[src/rtl/hvpp_pkg.sv]
// Shared encodings for the AVR high-voltage parallel programming sequencer:
// host opcodes, HVPP command bytes, XA field values, FSM states and the load table.
package hvpp_pkg;

   typedef enum logic [1:0] {
      OP_ERASE = 2'b00,
      OP_LOAD  = 2'b01,
      OP_PROG  = 2'b10,
      OP_READ  = 2'b11
   } op_t;

   localparam logic [7:0] CMD_ERASE       = 8'h80;
   localparam logic [7:0] CMD_WRITE_FLASH = 8'h10;
   localparam logic [7:0] CMD_READ_FLASH  = 8'h02;

   typedef enum logic [1:0] {
      XA_ADDR = 2'b00,
      XA_DATA = 2'b01,
      XA_CMD  = 2'b10,
      XA_IDLE = 2'b11
   } xa_t;

   typedef enum logic [3:0] {
      IDLE,
      LOAD_SETUP,
      XTAL_HI,
      XTAL_LO,
      WR_PULSE,
      WAIT_RDY,
      READ_LO,
      READ_HI,
      DONE
   } state_t;

   typedef struct packed {
      xa_t        xa;
      logic       bs1;
      logic [7:0] data;
   } load_t;

   // Number of XTAL1 loads issued before the op's WR/read/finish phase.
   function automatic logic [2:0] load_count(input op_t op);
      case (op)
         OP_ERASE: return 3'd1;
         OP_LOAD:  return 3'd5;
         OP_READ:  return 3'd3;
         default:  return 3'd0;
      endcase
   endfunction

   function automatic load_t load_step(input op_t op, input logic [2:0] step,
                                       input logic [13:0] addr, input logic [15:0] wdata);
      load_t ld;
      ld = '{xa: XA_IDLE, bs1: 1'b0, data: 8'h00};
      case (step)
         3'd0: begin
            ld.xa   = XA_CMD;
            ld.data = (op == OP_ERASE) ? CMD_ERASE :
                      (op == OP_READ)  ? CMD_READ_FLASH : CMD_WRITE_FLASH;
         end
         3'd1: begin
            ld.xa   = XA_ADDR;
            ld.data = addr[7:0];
         end
         3'd2: begin
            ld.xa   = XA_ADDR;
            ld.bs1  = 1'b1;
            ld.data = {2'b00, addr[13:8]};
         end
         3'd3: begin
            ld.xa   = XA_DATA;
            ld.data = wdata[7:0];
         end
         3'd4: begin
            ld.xa   = XA_DATA;
            ld.bs1  = 1'b1;
            ld.data = wdata[15:8];
         end
         default: ;
      endcase
      return ld;
   endfunction

endpackage

[src/rtl/hvpp_phase_timer.sv]
// Phase timer: after a start pulse, done is high on the PULSE_CYC-th cycle.
// A start on the done cycle begins the next phase back to back.
module hvpp_phase_timer #(
   parameter int PULSE_CYC = 4
) (
   input  logic clk,
   input  logic rst_n,
   input  logic start,
   output logic done
);

   localparam int W = (PULSE_CYC > 1) ? $clog2(PULSE_CYC) : 1;

   logic [W-1:0] cnt;
   logic         active;

   always_ff @(posedge clk or negedge rst_n) begin
      if (!rst_n) begin
         cnt    <= '0;
         active <= 1'b0;
      end else if (start) begin
         cnt    <= '0;
         active <= 1'b1;
      end else if (active) begin
         if (cnt == W'(PULSE_CYC - 1)) active <= 1'b0;
         else                          cnt    <= cnt + W'(1);
      end
   end

   assign done = active && (cnt == W'(PULSE_CYC - 1));

endmodule

[src/rtl/hvpp_programmer.sv]
// HVPP sequencer: turns host erase/load/program/read commands into XA/BS1/XTAL1/WR/OE
// pin sequences with PULSE_CYC-cycle phases and a bounded wait on RDY.
module hvpp_programmer
   import hvpp_pkg::*;
#(
   parameter int PULSE_CYC   = 4,
   parameter int RDY_TIMEOUT = 65535
) (
   input  logic        clk,
   input  logic        rst_n,
   input  logic        cmd_valid,
   output logic        cmd_ready,
   input  logic [1:0]  cmd_op,
   input  logic [13:0] cmd_addr,
   input  logic [15:0] cmd_wdata,
   output logic        rsp_valid,
   output logic [15:0] rsp_rdata,
   output logic        rsp_err,
   output logic [1:0]  XA,
   output logic        BS1,
   output logic        XTAL1,
   output logic        WR,
   output logic        OE,
   output logic [7:0]  DATA_out,
   output logic        DATA_oe,
   input  logic [7:0]  DATA_in,
   input  logic        RDY,
   output state_t      dbg_state
);

   localparam int CNT_W = $clog2(RDY_TIMEOUT + 1);

   state_t          state, state_n;
   op_t             op_q;
   logic [13:0]     addr_q;
   logic [15:0]     wdata_q;
   logic [2:0]      step_q, step_n;
   logic [7:0]      rdata_lo;
   logic [CNT_W-1:0] rdy_cnt;
   logic            rdy_armed;
   logic            tmr_start, tmr_done;
   logic            last_load, timeout;
   load_t           ld;

   hvpp_phase_timer #(.PULSE_CYC(PULSE_CYC)) u_timer (
      .clk   (clk),
      .rst_n (rst_n),
      .start (tmr_start),
      .done  (tmr_done)
   );

   // Handshake: a command transfers on a rising edge where cmd_valid and cmd_ready are
   // both high; cmd_ready is high only in IDLE, so requests while busy are simply ignored.
   assign cmd_ready = (state == IDLE) && rst_n;
   assign rsp_valid = (state == DONE);
   assign dbg_state = state;
   assign ld        = load_step(op_q, step_q, addr_q, wdata_q);
   assign last_load = (3'(step_q + 3'd1) == load_count(op_q));
   assign timeout   = (state == WAIT_RDY) && !(rdy_armed && RDY) &&
                      (rdy_cnt == CNT_W'(RDY_TIMEOUT));

   always_comb begin
      state_n   = state;
      step_n    = step_q;
      tmr_start = 1'b0;
      XA        = XA_IDLE;
      BS1       = 1'b0;
      XTAL1     = 1'b0;
      WR        = 1'b1;
      OE        = 1'b1;
      DATA_out  = 8'h00;
      DATA_oe   = 1'b0;
      case (state)
         IDLE: begin
            if (cmd_valid && cmd_ready) begin
               step_n    = 3'd0;
               tmr_start = 1'b1;
               state_n   = (op_t'(cmd_op) == OP_PROG) ? WR_PULSE : LOAD_SETUP;
            end
         end
         LOAD_SETUP, XTAL_HI, XTAL_LO: begin
            XA       = ld.xa;
            BS1      = ld.bs1;
            DATA_out = ld.data;
            DATA_oe  = 1'b1;
            XTAL1    = (state == XTAL_HI);
            if (tmr_done) begin
               tmr_start = 1'b1;
               if (state == LOAD_SETUP) state_n = XTAL_HI;
               else if (state == XTAL_HI) state_n = XTAL_LO;
               else if (!last_load) begin
                  step_n  = 3'(step_q + 3'd1);
                  state_n = LOAD_SETUP;
               end else begin
                  case (op_q)
                     OP_ERASE: state_n = WR_PULSE;
                     OP_READ: begin
                        // Release the bus one cycle before OE falls in READ_LO.
                        state_n = READ_LO;
                        DATA_oe = 1'b0;
                     end
                     default: begin
                        state_n   = DONE;
                        tmr_start = 1'b0;
                     end
                  endcase
               end
            end
         end
         WR_PULSE: begin
            WR = 1'b0;
            if (tmr_done) begin
               state_n   = WAIT_RDY;
               tmr_start = 1'b1;
            end
         end
         WAIT_RDY: begin
            if ((rdy_armed && RDY) || timeout) state_n = DONE;
         end
         READ_LO: begin
            OE = 1'b0;
            if (tmr_done) begin
               state_n   = READ_HI;
               tmr_start = 1'b1;
            end
         end
         READ_HI: begin
            OE  = 1'b0;
            BS1 = 1'b1;
            if (tmr_done) state_n = DONE;
         end
         DONE:    state_n = IDLE;
         default: state_n = IDLE;
      endcase
   end

   always_ff @(posedge clk or negedge rst_n) begin
      if (!rst_n) begin
         state     <= IDLE;
         op_q      <= OP_ERASE;
         addr_q    <= '0;
         wdata_q   <= '0;
         step_q    <= '0;
         rdata_lo  <= '0;
         rsp_rdata <= '0;
         rsp_err   <= 1'b0;
         rdy_cnt   <= '0;
         rdy_armed <= 1'b0;
      end else begin
         state  <= state_n;
         step_q <= step_n;
         if (state == IDLE && cmd_valid && cmd_ready) begin
            op_q    <= op_t'(cmd_op);
            addr_q  <= cmd_addr;
            wdata_q <= cmd_wdata;
            rsp_err <= 1'b0;
         end
         // RDY is ignored for one phase after WR so the target has time to pull it low.
         if (state == WAIT_RDY) begin
            if (tmr_done) rdy_armed <= 1'b1;
            if (rdy_cnt != CNT_W'(RDY_TIMEOUT)) rdy_cnt <= rdy_cnt + CNT_W'(1);
            if (timeout) rsp_err <= 1'b1;
         end else begin
            rdy_cnt   <= '0;
            rdy_armed <= 1'b0;
         end
         if (state == READ_LO && tmr_done) rdata_lo  <= DATA_in;
         if (state == READ_HI && tmr_done) rsp_rdata <= {DATA_in, rdata_lo};
      end
   end

endmodule

[config.mk]
export PLATFORM = sky130hd
export DESIGN_NAME = hvpp_programmer
export DESIGN_NICKNAME = d
export VERILOG_FILES = /design/src/rtl/hvpp_pkg.sv /design/src/rtl/hvpp_phase_timer.sv /design/src/rtl/hvpp_programmer.sv
export SDC_FILE = /design/constraint.sdc
export NUM_CORES = 1
export LEC_CHECK = 0
export ABC_AREA = 1
export ABC_CLOCK_PERIOD_IN_PS = 1800
export CAP_MARGIN = 40
export CORE_MARGIN = 5
export CORE_UTILIZATION = 49
export CTS_BUF_LIST = sky130_fd_sc_hd__clkbuf_4
export DETAILED_ROUTE_END_ITERATION = 6
export PLACE_DENSITY = 0.79
export SLEW_MARGIN = 20
export SYNTH_ARGS = -nofsm -noshare
export SYNTH_HDL_FRONTEND = slang
export SYNTH_SLANG_ARGS = --single-unit
[constraint.sdc]
create_clock -name clk -period 1.8 [get_ports clk]
set_input_delay 0.36 -clock clk [delete_from_list [all_inputs] [get_ports clk]]
set_output_delay 0.36 -clock clk [all_outputs]
set_load 0.03 [all_outputs]
==> results.yml <==
outcome:
  status: "finished with violations"
  violations: "negative setup slack"
drt:
  via_per_inst: 5.63
  drtPass1Iterations: 5
  drc_errors: 0
  via_count: 4069
  ant_nets: 0
  drt_iter0_drc: 283
  routed_wl_um: 13800
  routedWlPerCell_um: 19.1
placed_design:
  place_area_um2: 5690
  port_buffers: 81
  dp_cells: 675
  post-dp-hpwl_um: 7970
  place_congestion: 0.925
grt:
  grt_use_met3: 0.0444
  grtUsageMet1: 0.274
  grt_overflow: 0
  grt_usage: 0.223
  antenna_found_initial: 0
  top_usage_layer: "met2"
  met2_usage: 0.385
  grt_pass1_wl_um: 20400
  grt_max_degree: 46
  grt_pass1_vias: 4181
setup_path:
  ff2ff_path_depth: 17
  end_kind: "primary output"
  required_ns: 1.44
  cp-start-kind: "register"
  critical_path_arrival_ns: 2.15
  critPathKind: "register to primary output"
  cp_max_fo: 4
clock_tree:
  postCtsHoldBufs: 0
  clk_pin_slew_ns: 0.15
  cts_root_buffer: "clkbuf_4"
  cts_tree: "done"
  clkSinkCount: 84
  htreeDepth: 3
  cts.path.max_buffers: 2
  cts_buffers: 9
  insertion_delay_ns: 0.44
logic_synthesis:
  ys_seq_area_frac: 0.478
  synthTopCellsByArea: "dfrtp_1, mux2_4, nand2_1, nand3_1, inv_1"
  netlist.area_leader.share: 0.478
  synth_common_cells: "nand2_1, dfrtp_1, inv_1, nand3_1, nor2_1"
  ys_seq_elements: 84
  synthCells: 469
  yosysWarnings: 0
  yosysUniqueCellTypes: 36
  syn_avg_cell_area_um2: 9.38
  ys.flop_type: "dfrtp_1"
  syn_nets: 525
  synth_top_cell_by_area: "dfrtp_1"
  synthArstFlopShare: 1.00
  syn_area_um2: 4400
  synth-edff-count: 0
  synth.most_common_cell: "nand2_1"
worst_hold_path:
  min_path_type: "input port to async pin"
final_layout:
  design_area_um2: 6470
  area_delta_synth_final_pct: 47.1
  drive_gt1_frac: 0.363
  final_core_util: 0.742
  diodes: 0
  layout.cells.non_filler: 723
  nNetsFinal: 666
timing:
  period_share: 1.39
  worst_slack_ns: -0.708
  setup_viol: 26
  fmax_ghz: 0.399
  tightestPinTransition_ns: 0.580
  rsz0062_at_grt: "yes"
  slew_headroom: 0.613
  fin_skew_ns: 0.0134
  final_max_slew_viol_count: 0
  finalHoldViolCount: 0
  fin_crit_ns: 2.51
power_and_ir_drop:
  p_leak_nw: 3.09
  p_sw_mw: 5.09
  power.internal_mw: 6.07
  power_density_nw_per_um2: 1720
  ir_drop_v: 0.000988
  pwr-share-comb: 0.639
  p_clk_frac: 0.087
  seqPwrFrac: 0.274
  switching_share: 0.456
die:
  die_area_um2: 11000
  initial_core_util: 0.504
  die_y_um: 105
  ios: 82
  die_w_um: 105
  coreArea_um2: 8720
  rows: 34
flow_run:
  drv_cap: 0
## area by class of cell
cell class              count  area [um2]
clock inverters             7        48.8
multi-input cells         323        2450
inverters                  49         196
fillers                   524        2250
clock buffers               9        67.6
repair buffers            143        1460
well taps                 108         135
flip-flops and latches     84        2110
## cell families (layout without fill, tap and decap cells)
group,Yosys count,in the layout,share of synthesized area
simple gates,209,209,0.212
flops,84,84,0.478
compound gates,59,59,0.0791
mux,37,37,0.122
fa+ha+maj,12,12,0.0341
buf+inv,62,208,0.0629
xor+xnor,6,6,0.0119
## placed cells by master (no fill, tap or decap), types with 18 or more instances in the layout
cell type	n
buf_4	41
mux2_4	32
nand3_1	27
nor2_1	34
dfrtp_1	79
clkdlybuf4s50_1	42
dlygate4sd2_1	18
nand2_2	18
buf_6	26
nand2_1	82
o21ai_0	23
inv_1	36
## per-layer routing
metal  vias to the layer above  part of all wire
met2                       183              0.50
li1                       1836                 -
met1                      1994              0.41
met5                         -                 0
met3                        56             0.056
met4                         0             0.033
## power by group through the flow
stage | registers, mW | logic [mW] | clock network [mW]
after detailed placement | 3.03 | 5.41 | 0
after global placement | 3.01 | 5.26 | 0
after floorplan | 3.29 | 3.16 | 0
final | 3.05 | 7.12 | 0.976
after global routing | 3.12 | 7.46 | 1.06
after CTS | 3.00 | 6.23 | 0.978
## worst max-delay path, stage by stage, from the launching register on
cell and delay, ns:
dfrtp_2 0.49, inv_2 0.12, ha_4 0.22, inv_2 0.08, nand2_1 0.08, nand2_1 0.10
nand4_1 0.17, nor3_2 0.24, nor2_4 0.07, buf_12 0.14
## stage by stage
stage / setup slack, ns / setup TNS [ns] / hold WS (ns) / power (mW)
after floorplan: -0.0301 / -0.0301 / 0.0644 / 6.45
after global placement: -0.152 / -0.184 / 0.466 / 8.26
after detailed placement: -0.209 / -0.747 / 0.478 / 8.44
after CTS: -0.568 / -8.60 / 0.0482 / 10.2
after global routing: -0.786 / -13.35 / 0.0820 / 11.6
final: -0.708 / -11.01 / 0.0389 / 11.2
## sequential cells by signal, summed over array words and instances (netlist names)
register,cells
rdy_cnt,16
rsp_rdata,16
wdata_q,16
addr_q,14
rdata_lo,8
dbg_state,4
step_q,3
op_q,2
u_timer.cnt,2
rdy_armed,1
rsp_err,1
u_timer.active,1
## path summary, 6_finish.rpt
path | end | slack (ns) | startpoint
setup / recovery | DATA_oe | -0.71 | step_q[0]
hold / removal | addr_q[13] | 0.04 | rst_n
setup reg to reg | step_q[1] | -0.65 | step_q[0]
hold reg to reg | rdata_lo[2] | 0.51 | rdata_lo[2]
max in group asynchronous | step_q[1] | 1.30 | rst_n
min in group clk | rsp_rdata[10] | 0.48 | DATA_in[2]
## what timing repair did
| action | CTS | global route |
|---|---|---|
| endpoints found under the setup margin | 39 | 67 |
| buffers inserted | 18 | 14 |
| cloned | 0 | 3 |
| pin swaps | 24 | 10 |
| resized for setup | 98 | 37 |
| endpoints found under the hold margin | 0 | 0 |
Power figures use the tool's default switching activity.
